### src/rtl/fdiv_seq.sv
// Sequential IEEE-754 single-precision divider: restoring division, one quotient
// bit per cycle, denormals flushed to zero, rounding per rm.
module fdiv_seq #(
    parameter int unsigned ITER = 26
) (
    input  logic        clk,
    input  logic        rst,
    input  logic        in_valid,
    output logic        in_ready,
    input  logic [31:0] num1,
    input  logic [31:0] num2,
    input  logic [2:0]  rm,
    output logic        out_valid,
    input  logic        out_ready,
    output logic [31:0] out_num,
    output logic [4:0]  flags
);

    localparam int unsigned CW = $clog2(ITER + 1);

    typedef enum logic [1:0] {IDLE, DIV, ROUND, DONE} state_t;

    state_t      state;
    logic        sign_q;
    logic [7:0]  ea_q, eb_q;
    logic [2:0]  rm_q;
    logic [23:0] mb_q;
    logic [24:0] rem_q;
    logic [25:0] quo_q;
    logic [CW-1:0] cnt_q;

    assign in_ready  = (state == IDLE);
    assign out_valid = (state == DONE);

    // Special-operand classification straight from the input ports
    logic        s_res, nan1, nan2, snan1, snan2, inf1, inf2, z1, z2;
    logic        spec_hit;
    logic [31:0] spec_num;
    logic [4:0]  spec_flags;

    always_comb begin
        s_res = num1[31] ^ num2[31];
        nan1  = (num1[30:23] == 8'hFF) && (num1[22:0] != '0);
        nan2  = (num2[30:23] == 8'hFF) && (num2[22:0] != '0);
        snan1 = nan1 && !num1[22];
        snan2 = nan2 && !num2[22];
        inf1  = (num1[30:23] == 8'hFF) && (num1[22:0] == '0);
        inf2  = (num2[30:23] == 8'hFF) && (num2[22:0] == '0);
        z1    = (num1[30:23] == 8'h00);
        z2    = (num2[30:23] == 8'h00);
        spec_hit   = 1'b1;
        spec_num   = '0;
        spec_flags = '0;
        if (nan1 || nan2 || (z1 && z2) || (inf1 && inf2)) begin
            spec_num   = 32'h7FC0_0000;
            spec_flags = {(snan1 || snan2 || (z1 && z2) || (inf1 && inf2)), 4'b0000};
        end else if (inf1) begin
            spec_num = {s_res, 8'hFF, 23'd0};
        end else if (z2) begin
            spec_num   = {s_res, 8'hFF, 23'd0};
            spec_flags = 5'b01000;
        end else if (z1 || inf2) begin
            spec_num = {s_res, 31'd0};
        end else begin
            spec_hit = 1'b0;
        end
    end

    // One restoring step; a non-negative difference is always below mb, so 24 bits hold it
    logic        ge;
    logic [23:0] diff;

    always_comb begin
        ge   = (rem_q >= {1'b0, mb_q});
        diff = ge ? 24'(rem_q - {1'b0, mb_q}) : rem_q[23:0];
    end

    // Normalise, round and range-check the finished quotient
    logic [23:0]       mant;
    logic              guard, sticky, inc;
    logic signed [9:0] exp_n, exp_r;
    logic [24:0]       mr;
    logic [22:0]       frac;
    logic [31:0]       rnd_num;
    logic [4:0]        rnd_flags;

    always_comb begin
        if (quo_q[25]) begin
            mant   = quo_q[25:2];
            guard  = quo_q[1];
            sticky = quo_q[0] | (rem_q != '0);
            exp_n  = $signed({2'b00, ea_q}) - $signed({2'b00, eb_q}) + 10'sd127;
        end else begin
            mant   = quo_q[24:1];
            guard  = quo_q[0];
            sticky = (rem_q != '0);
            exp_n  = $signed({2'b00, ea_q}) - $signed({2'b00, eb_q}) + 10'sd126;
        end
        case (rm_q)
            3'b001:  inc = 1'b0;
            3'b010:  inc = sign_q & (guard | sticky);
            3'b011:  inc = ~sign_q & (guard | sticky);
            3'b100:  inc = guard;
            default: inc = guard & (sticky | mant[0]);
        endcase
        mr    = {1'b0, mant} + {24'd0, inc};
        frac  = mr[24] ? mr[23:1] : mr[22:0];
        exp_r = exp_n + (mr[24] ? 10'sd1 : 10'sd0);
        if (exp_r >= 10'sd255) begin
            rnd_flags = 5'b00101;
            case (rm_q)
                3'b001:  rnd_num = {sign_q, 31'h7F7F_FFFF};
                3'b010:  rnd_num = sign_q ? {sign_q, 31'h7F80_0000} : {sign_q, 31'h7F7F_FFFF};
                3'b011:  rnd_num = sign_q ? {sign_q, 31'h7F7F_FFFF} : {sign_q, 31'h7F80_0000};
                default: rnd_num = {sign_q, 31'h7F80_0000};
            endcase
        end else if (exp_r <= 10'sd0) begin
            rnd_num   = {sign_q, 31'd0};
            rnd_flags = 5'b00011;
        end else begin
            rnd_num   = {sign_q, exp_r[7:0], frac};
            rnd_flags = {4'b0000, guard | sticky};
        end
    end

    always_ff @(posedge clk) begin
        if (rst) begin
            state   <= IDLE;
            out_num <= '0;
            flags   <= '0;
            sign_q  <= 1'b0;
            ea_q    <= '0;
            eb_q    <= '0;
            rm_q    <= '0;
            mb_q    <= '0;
            rem_q   <= '0;
            quo_q   <= '0;
            cnt_q   <= '0;
        end else begin
            case (state)
                IDLE: begin
                    if (in_valid) begin
                        sign_q <= s_res;
                        ea_q   <= num1[30:23];
                        eb_q   <= num2[30:23];
                        rm_q   <= rm;
                        mb_q   <= {1'b1, num2[22:0]};
                        rem_q  <= {2'b01, num1[22:0]};
                        quo_q  <= '0;
                        cnt_q  <= '0;
                        if (spec_hit) begin
                            out_num <= spec_num;
                            flags   <= spec_flags;
                            state   <= DONE;
                        end else begin
                            state <= DIV;
                        end
                    end
                end
                DIV: begin
                    quo_q <= {quo_q[24:0], ge};
                    rem_q <= {diff, 1'b0};
                    if (cnt_q == CW'(ITER - 1)) begin
                        state <= ROUND;
                    end else begin
                        cnt_q <= cnt_q + 1'b1;
                    end
                end
                ROUND: begin
                    out_num <= rnd_num;
                    flags   <= rnd_flags;
                    state   <= DONE;
                end
                DONE: begin
                    if (out_ready) begin
                        state <= IDLE;
                    end
                end
                default: state <= IDLE;
            endcase
        end
    end

endmodule

### config.mk
export PLATFORM = sky130hd
export DESIGN_NAME = fdiv_seq
export DESIGN_NICKNAME = d
export VERILOG_FILES = /design/src/rtl/fdiv_seq.sv
export SDC_FILE = /design/constraint.sdc
export NUM_CORES = 1
export LEC_CHECK = 0
export CAP_MARGIN = 10
export CORE_AREA = 2 2 127 129
export DETAILED_ROUTE_END_ITERATION = 7
export DIE_AREA = 0 0 129 131
export GPL_TIMING_DRIVEN = 1
export PLACE_DENSITY = 0.84
export SETUP_SLACK_MARGIN = 0.4
export SLEW_MARGIN = 20
export SYNTH_ARGS = -nofsm -noshare
export SYNTH_HDL_FRONTEND = slang
export SYNTH_SLANG_ARGS = --single-unit
export TNS_END_PERCENT = 50
### constraint.sdc
create_clock -name clk -period 9.8 [get_ports clk]
set_input_delay 0.98 -clock clk [delete_from_list [all_inputs] [get_ports clk]]
set_output_delay 0.98 -clock clk [all_outputs]
set_load 0.01 [all_outputs]
After elaboration in Yosys (flattened, before gate mapping)
Cells that the tools add are included.
- flip-flop bits (word level): 139
- input bits: 71
- output and inout bits: 39
- word-level logic and storage cells: 120
- add/sub/neg operators: 7
- order comparisons: 3
- eq/ne operators: 15
- mux-type cells: 44
- bitwise logic cells: 8
- reduce and logical (&&, ||, !) cells: 32
- operator list (kind ; number):
    two-way mux 32 bit ; 9
    one-hot mux 32 bit (3 select lines) ; 1
    one-hot mux 32 bit (2 select lines) ; 1
    one-hot mux 26 bit (2 select lines) ; 1
    one-hot mux 25 bit (2 select lines) ; 1
    two-way mux 24 bit ; 2
    zero test 23 bit ; 2
    nonzero test 23 bit ; 2
    two-way mux 31 bit ; 1
    two-way mux 26 bit ; 1
    adder 24 x 1 -> 25 bit ; 1
    >= comparator 25 x 24 -> 1 bit ; 1
    two-way mux 25 bit ; 1
    two-way mux 5 bit ; 5
    nonzero test 25 bit ; 1
    subtractor 24 bit ; 1
    two-way mux 23 bit ; 1
    adder 9 x 8 -> 10 bit, second input constant ; 2
    one-hot mux 5 bit (2 select lines) ; 2
    == test 8 bit, second input constant ; 2
    zero test 8 bit ; 2
    adder 10 x 2 -> 10 bit ; 1
    >= comparator 10 x 9 -> 1 bit, second input constant ; 1
    less-or-equal comparator 10 x 1 -> 1 bit, second input constant ; 1
    28 further kinds ; 66

Logic depth before layout (Yosys ltp)
Gate-level depths: netlist (run 1).
- depth after elaboration: 13
- depth in mapped cells: 27

Worst setup path before layout (run 1)
No wires, ideal clock.
- path kind: register to register
- from: register quo_q[25]
- to: register out_num[11]
- data arrival time: 5.487 ns
- required time: 9.678 ns
- slack: 4.191 ns
- stages on the path, launching flop included: 28
- buffers on the path: 5
- period minus slack after synthesis: 5.609 ns
- cell sequence: dfxtp_1 > buf_4 > clkbuf_1 > clkbuf_1 > clkbuf_1 > mux2_2 > o21ai_0 > a22oi_1 > ha_1 > ha_1 > and3_1 > and3_1 > nand2_1 > nor3_2 > nand3_1 > nor2_1 > ha_1 > ha_1 > and2_4 > nor3_1 > a31oi_2 > xnor2_1 > o211ai_1 > nor4_2 > nand2b_1 > nor2_2 > buf_6 > a221o_1
- word-level cells in the longest chain between the ends: 11
- elaborated cells between the ends (all ways): 19
- those cells by class: add/sub: 2; order compare: 2; mux: 10; bitwise: 5
- RTL lines (element ; line ; source):
    start: declaration ; 29 ; logic [25:0] quo_q;
    start signal: assignment ; 161 ; quo_q <= {quo_q[24:0], ge};
    two-way mux 1 bit / two-way mux 24 bit (equally long branches) ; 88 ; if (quo_q[25]) begin
    OR 1 bit (on tied branches) ; 104, 101, 102 ;
    AND 1 bit (on tied branches) ; 104, 101, 102 ;
    one-hot mux 1 bit (4 select lines) ; 99 ; case (rm_q)
    adder 24 x 1 -> 25 bit ; 106 ; mr = {1'b0, mant} + {24'd0, inc};
    two-way mux 1 bit ; 108 ; exp_r = exp_n + (mr[24] ? 10'sd1 : 10'sd0);
    adder 10 x 2 -> 10 bit ; 108 ;
    less-or-equal comparator 10 x 1 -> 1 bit ; 117 ; end else if (exp_r <= 10'sd0) begin
    two-way mux 31 bit ; 117 ;
    two-way mux 32 bit (*) ; 109 ; if (exp_r >= 10'sd255) begin
    one-hot mux 32 bit (2 select lines) (*) ; 140 ; case (state)
    end signal: assignment ; 152 ; out_num <= spec_num;
    end signal: assignment ; 170 ; out_num <= rnd_num;
    end: declaration ; 15 ; output logic [31:0] out_num,
Every way passes the cells marked *; elsewhere a longest branch is shown, timed or not.
A chain may end at the register's enable or synchronous reset.

Worst setup path after layout (run 1)
- from: register quo_q[25]
- to: register out_num[20]
Same word-level chain as after synthesis.

==> results.json, run 1 <==
{
  "maxCapViolCount": 0,
  "grt_pass1_wl_um": 41600,
  "synth_area_leader_cell": "dfxtp_1",
  "worst_pin_slew_ps": 1020,
  "cts_root_buffer": "clkbuf_16",
  "final_cell_mix": "nand2_1, dfxtp_1, nor2_1, a21oi_1, clkdlybuf4s50_1",
  "cp_top_family": "simple AND/OR/NAND/NOR gates",
  "cts_tree": "done",
  "grt_max_degree": 97,
  "cts.clk_slew.worst_paths_ps": 60,
  "core_um2": 15600,
  "gp_congestion": 0.914,
  "worstSkewPairLatency_ps": 430,
  "worstPathArrival_ps": 6540,
  "grt_usage_pct": 30.6,
  "clockBufferDepth": 2,
  "sequentialPowerShare_pct": 21.0,
  "rows": 46,
  "io_buffers": 109,
  "initial_core_util_pct": 60.4,
  "cpMaxStageDelayCell": "nor2_2",
  "cts_resized": 0,
  "tns_ps": 0,
  "setup_viol": 0,
  "io_pins": 110,
  "h-tree-depth": 4,
  "final_nets": 1403,
  "total_power_mw": 3.62,
  "netSwitchingFraction_pct": 45.6,
  "period_needed_ps": 6180,
  "viasPerCell": 6.15,
  "slew-limit-headroom_pct": 31.8,
  "period_share_pct": 63.0,
  "worstSetupStartpointType": "flop",
  "final_core_util_pct": 71.6,
  "worstPathBufferInverterCount": 1,
  "hold_path_class": "reg -> reg",
  "final_antenna_net_count": 0,
  "irDropWorstVdd_mv": 0.191,
  "cpMostUsedCell": "ha_1",
  "place_ws_ps": 3520,
  "yosysTopAreaCellShare_pct": 29.5,
  "synth-seq-area-share_pct": 29.5,
  "numCtsBuffers": 17,
  "synth-seq-cells": 139,
  "first_global_vias": 8566,
  "whs_ps": 455,
  "routed_wirelength_um": 25500,
  "async_reset_ff_share_pct": 0,
  "skew_ps": 9.08,
  "rsz0062_at_grt": "no",
  "setup.worst_path.end_class": "flop",
  "diodes": 0,
  "ys_types": 95,
  "switchingPower_mw": 1.65,
  "max_freq_mhz": 162,
  "path_class": "reg -> reg",
  "rrSetupSlack_ps": 3620,
  "intPower_mw": 1.97,
  "synth_area_leaders": "dfxtp_1, nand2_1, ha_1",
  "syn_to_final_growth_pct": 18.5,
  "antenna_found_initial": 0,
  "finalMaxSlewViolations": 0,
  "cp_max_fo": 75,
  "total_leakage_power_nw": 4.16,
  "synth.avg_cell_area_um2": 7.70,
  "netlist_area_um2": 9420,
  "cts_sinks": 139,
  "dr.first_iter.drc_count": 796,
  "drc": 0,
  "syn-num-nets": 1343,
  "required_ps": 10170,
  "ys.flop_type": "dfxtp_1",
  "fin_ws_ps": 3620,
  "max_stage_delay_ps": 690,
  "combPwrFrac_pct": 60.4,
  "power_frac_clock_pct": 18.6,
  "die_y_um": 131,
  "first_pass_iters": 6,
  "cts_hold_buffers": 0,
  "die-area_um2": 16900,
  "outcome": "finished, final reports clean",
  "synthesis.instances": 1224,
  "ys_warn_count": 0,
  "post_cts_buffers": 0,
  "layout_commonest_cell": "nand2_1",
  "vias": 9299,
  "hpwl_um": 18000,
  "synth_edf_count": 0,
  "die_w_um": 129,
  "overflow": 0,
  "drive_above_1_share_pct": 7.41,
  "finalHoldViolCount": 0,
  "p_per_area_nw_per_um2": 324,
  "wl_per_cell_um": 16.9,
  "crit_chain": "buf_4 > mux2_2 > o21ai_0 > a22oi_1 > ha_1 > ha_1 > and3_1 > and3_1 > nand2_1 > nor3_2 > nand3_1 > nor2_1 > ha_1 > ha_1 > nand2_1 > a21oi_2 > nor3b_1 > a211oi_2 > and3_1 > a211o_1 > nor2_2 > a221o_1"
}
[stage by stage]
step,std cells,cell area [um^2]
3_3_place_gp,1480,10500
2_1_floorplan,1224,9420
5_1_grt,1511,11200
6_report,1511,11200
3_5_place_dp,1480,10500
4_1_cts,1510,11100
[flip-flops by register name (all words and copies together) (netlist names)]
register and flops:
state 2, mb_q 24, eb_q 8, ea_q 8, out_num 32, rem_q 25, flags 5, quo_q 26
cnt_q 5, sign_q 1, rm_q 3
[cells in the mapped netlist (5+ instances only)]
library cell,number
a2111oi_0,12
a211oi_1,20
a21o_1,19
a21oi_1,113
a221o_1,23
a22oi_1,28
a311oi_1,9
a31o_2,11
a31oi_1,13
and2_1,10
and3_1,6
buf_2,5
clkbuf_1,64
dfxtp_1,139
ha_1,46
inv_1,58
mux2i_1,19
nand2_1,175
nand2b_1,12
nand3_1,29
nand3b_1,5
nand4_1,14
nor2_1,114
nor2b_1,13
nor3_1,24
nor4_1,26
o211ai_1,8
o21a_1,7
o21ai_0,43
o21ai_1,6
o21bai_1,5
xnor2_1,24
xor2_1,18
[per-layer routing]
metal,up-vias,track usage (%),share of wire (%)
met3,70,5.99,6.4
met1,4326,39.3,43
met4,0,12.2,2.9
met5,-,0,0
li1,4550,-,-
met2,353,51.0,48
[cell type report]
cell class | instances | area (um^2)
repair buffers | 119 | 1170
flip-flops and latches | 139 | 2780
well taps | 216 | 270
fillers | 1239 | 4440
clock inverters | 13 | 176
inverters | 60 | 225
clock buffers | 17 | 425
multi-input cells | 947 | 6110
[worst reg2reg max path: cells and delay by family (launching register included)]
family	cells	cell delay, ps
AND/OR/NAND/NOR	10	2740
multiplexers	1	310
flip-flops	1	310
AO/OA/AOI/OAI	6	1170
adder cells (fa/ha/maj)	4	1030
buffers and inverters	1	560
[kinds of logic after synthesis]
logic type,after synthesis,synth area share [%]
XOR/XNOR,46,4.66
buffers and inverters,138,5.98
flip-flops,139,29.5
AO/OA/AOI/OAI,364,26.7
AND/OR/NAND/NOR,464,23.7
multiplexers,25,2.97
adder cells (fa/ha/maj),48,6.53
[power by group through the flow]
stage	Clock [mW]	Combinational, mW	Sequential (mW)
2_1_floorplan	0	1.67	0.746
3_3_place_gp	0	2.08	0.764
3_5_place_dp	0	2.11	0.768
4_1_cts	0.675	2.14	0.757
5_1_grt	0.699	2.40	0.772
6_report	0.672	2.19	0.761
[worst paths after layout]
path / from / end / cells after the start
max: quo_q[25]$_SDFFE_PP0P_ / out_num[20]$_SDFFE_PP0P_ / 22
min: mb_q[5]$_SDFFE_PP0P_ / mb_q[5]$_SDFFE_PP0P_ / 2
max reg2reg: quo_q[25]$_SDFFE_PP0P_ / out_num[20]$_SDFFE_PP0P_ / 22
min reg2reg: mb_q[5]$_SDFFE_PP0P_ / mb_q[5]$_SDFFE_PP0P_ / 2
(Power assumes the default switching activity.)
==> run 2: changes to the inputs <==
--- a/config.mk
+++ b/config.mk
@@ -6,11 +6,11 @@
 export NUM_CORES = 1
 export LEC_CHECK = 0
 export CAP_MARGIN = 10
-export CORE_AREA = 2 2 127 129
+export CORE_AREA = 2 2 138 140
 export DETAILED_ROUTE_END_ITERATION = 7
-export DIE_AREA = 0 0 129 131
+export DIE_AREA = 0 0 140 142
 export GPL_TIMING_DRIVEN = 1
-export PLACE_DENSITY = 0.84
+export PLACE_DENSITY = 0.75
 export SETUP_SLACK_MARGIN = 0.4
 export SLEW_MARGIN = 20
 export SYNTH_ARGS = -nofsm -noshare
==> constraint.sdc (replaced) <==
create_clock -name clk -period 5.59 [get_ports clk]
set_input_delay 0.559 -clock clk [delete_from_list [all_inputs] [get_ports clk]]
set_output_delay 0.559 -clock clk [all_outputs]
set_load 0.01 [all_outputs]
==> results.json, run 2 (synthesized netlist as in run 1, its figures left out) <==
{
  "outcome": "complete, but fails checks",
  "violations": "DRC",
  "design_area_um2": 11400,
  "finalMaxSlewViolations": 0,
  "first_pass_iters": 8,
  "grt_pass1_wl_um": 42500,
  "core_um2": 18500,
  "hold_path_class": "reg -> reg",
  "vias": 9283,
  "numCtsBuffers": 17,
  "io_buffers": 109,
  "num-fill-cells": 1613,
  "slew-limit-headroom_pct": 30.1,
  "largest_registers": "out_num x32, quo_q x26, rem_q x25",
  "worstSkewPairLatency_ps": 430,
  "grt_usage_pct": 26.0,
  "layout.cells.non_filler": 1542,
  "gp_congestion": 0.934,
  "viasPerCell": 6.02,
  "maxCapViolCount": 0,
  "routed_wirelength_um": 26200,
  "h-tree-depth": 4,
  "worstPathArrival_ps": 5370,
  "max_freq_mhz": 200,
  "rrSetupSlack_ps": 600,
  "drive_above_1_share_pct": 9.25,
  "crit_start": "rem_q[5]$_SDFFE_PP0P_",
  "period_share_pct": 89.3,
  "wl_met1_um": 11800,
  "highest_layer": "met4",
  "diodes": 0,
  "max_flop_register": "out_num",
  "worst_pin_slew_ps": 1040,
  "setup_viol": 0,
  "initial_core_util_pct": 51.1,
  "cts_root_buffer": "clkbuf_16",
  "wl_per_cell_um": 17.0,
  "worstSetupStartpointType": "flop",
  "hpwl_um": 18600,
  "finalHoldViolCount": 0,
  "dr_wl_met3_um": 1410,
  "dr.first_iter.drc_count": 812,
  "first_global_vias": 8646,
  "drc": 3,
  "timing.rr.end": "out_num[13]$_SDFFE_PP0P_",
  "overflow": 0,
  "p_per_area_nw_per_um2": 570,
  "cts_sinks": 139,
  "whs_ps": 454,
  "cpMaxStageDelayCell": "nor4_1",
  "cp_max_fo": 6,
  "die-area_um2": 19900,
  "final_cell_mix": "nand2_1, dfxtp_1, nor2_1, a21oi_1, clkdlybuf4s50_1",
  "path_class": "reg -> reg",
  "period_needed_ps": 4990,
  "cts_hold_buffers": 0,
  "skew_ps": 8.30,
  "crit_end": "out_num[13]$_SDFFE_PP0P_",
  "cts.clk_slew.worst_paths_ps": 60,
  "worst_r2r_startpoint": "rem_q[5]$_SDFFE_PP0P_",
  "max_stage_delay_ps": 500,
  "required_ps": 5960,
  "rsz0062_at_grt": "no",
  "rr_worst_depth": 24,
  "wl_met2_um": 12500,
  "syn_to_final_growth_pct": 21.0,
  "antenna_found_initial": 0,
  "setup.worst_path.end_class": "flop",
  "irDropWorstVdd_mv": 0.285,
  "die_w_um": 140,
  "cts_tree": "done",
  "grt_max_degree": 88,
  "io_pins": 110,
  "dpl.cell_count": 1501,
  "final_antenna_net_count": 0,
  "rows": 50,
  "total_power_mw": 6.50,
  "placed_cell_area_um2": 10600,
  "crit_chain": "nor4_1 > nand3_1 > nor2_1 > a22oi_1 > ha_2 > ha_2 > and3_1 > and3_1 > nand2_2 > nor3_4 > nand3_2 > nor2_4 > ha_4 > ha_4 > and2_4 > a31oi_1 > o21ai_0 > xor2_1 > nor4b_4 > o21ai_4 > nor4_4 > buf_4 > clkbuf_4 > a221o_1",
  "layout_commonest_cell": "nand2_1",
  "tns_ps": 0,
  "total_leakage_power_nw": 4.25,
  "clockBufferDepth": 2,
  "final_nets": 1414,
  "largest_reg_flops": 32,
  "die_y_um": 142
}
==> run 2: report_power, final <==
part           internal [mW]  total (mW)  switching [mW]  leakage (nW)
Clock                  0.776        1.24           0.463         0.304
Combinational           1.59        3.94            2.35          2.81
Sequential              1.17        1.32           0.150          1.13
Total                   3.54        6.50            2.97          4.25
==> run 2: metal layers <==
layer | track usage [%] | up-vias
met1 | 34.1 | 4392
met3 | 4.37 | 41
li1 | - | 4569
met2 | 43.7 | 281
met4 | 8.40 | 0
met5 | 0 | -
==> run 2: what timing repair did <==
action | CTS | global route
pin swaps | 1 | 4
gates resized for setup | 1 | 23
setup endpoints to repair | 23 | 33
endpoints found under the hold margin | 0 | 0
buffers inserted | 1 | 5
gates cloned | 0 | 3
==> run 2: cell type report <==
cell class / instances / area [um^2] / share of cell area [%]
Multi-Input combinational cell: 948 / 6210 / 54.4
Sequential cell: 139 / 2790 / 24.5
Timing Repair Buffer: 129 / 1250 / 10.9
Clock buffer: 20 / 457 / 4.00
Tap cell: 234 / 293 / 2.57
Inverter: 60 / 225 / 1.97
Clock inverter: 12 / 186 / 1.63
==> run 2: how the worst min path moves through the flow <==
stage | start | endpoint | slack [ps] | cells past startpoint
6_report | mb_q[9]$_SDFFE_PP0P_ | mb_q[9]$_SDFFE_PP0P_ | 450 | 2
2_1_floorplan | ea_q[0]$_SDFFE_PP0P_ | ea_q[0]$_SDFFE_PP0P_ | 440 | 2
3_3_place_gp | flags[3]$_SDFFE_PP0P_ | flags[3]$_SDFFE_PP0P_ | 440 | 2
3_5_place_dp | flags[3]$_SDFFE_PP0P_ | flags[3]$_SDFFE_PP0P_ | 450 | 2
4_1_cts | eb_q[2]$_SDFFE_PP0P_ | eb_q[2]$_SDFFE_PP0P_ | 460 | 2
5_1_grt | mb_q[22]$_SDFFE_PP0P_ | mb_q[22]$_SDFFE_PP0P_ | 480 | 2
==> run 2: metrics by stage <==
stage / utilization (%) / setup WS, ps
after floorplan: - / 431
after global placement: 57.4 / 202
after detailed placement: 57.4 / 26.7
after CTS: 60.9 / 437
after global routing: 61.8 / 342
final: 61.8 / 597
==> run 2: worst max-delay path, delay by kind of cell, from the launching register on <==
family	cells	cell delay (ps)
xor gates and xnor gates	1	280
DFF	1	340
and+or+nand+nor	12	2460
buffers and inverters	2	370
adders and majority gates	4	810
AOI/OAI and AO/OA	5	640
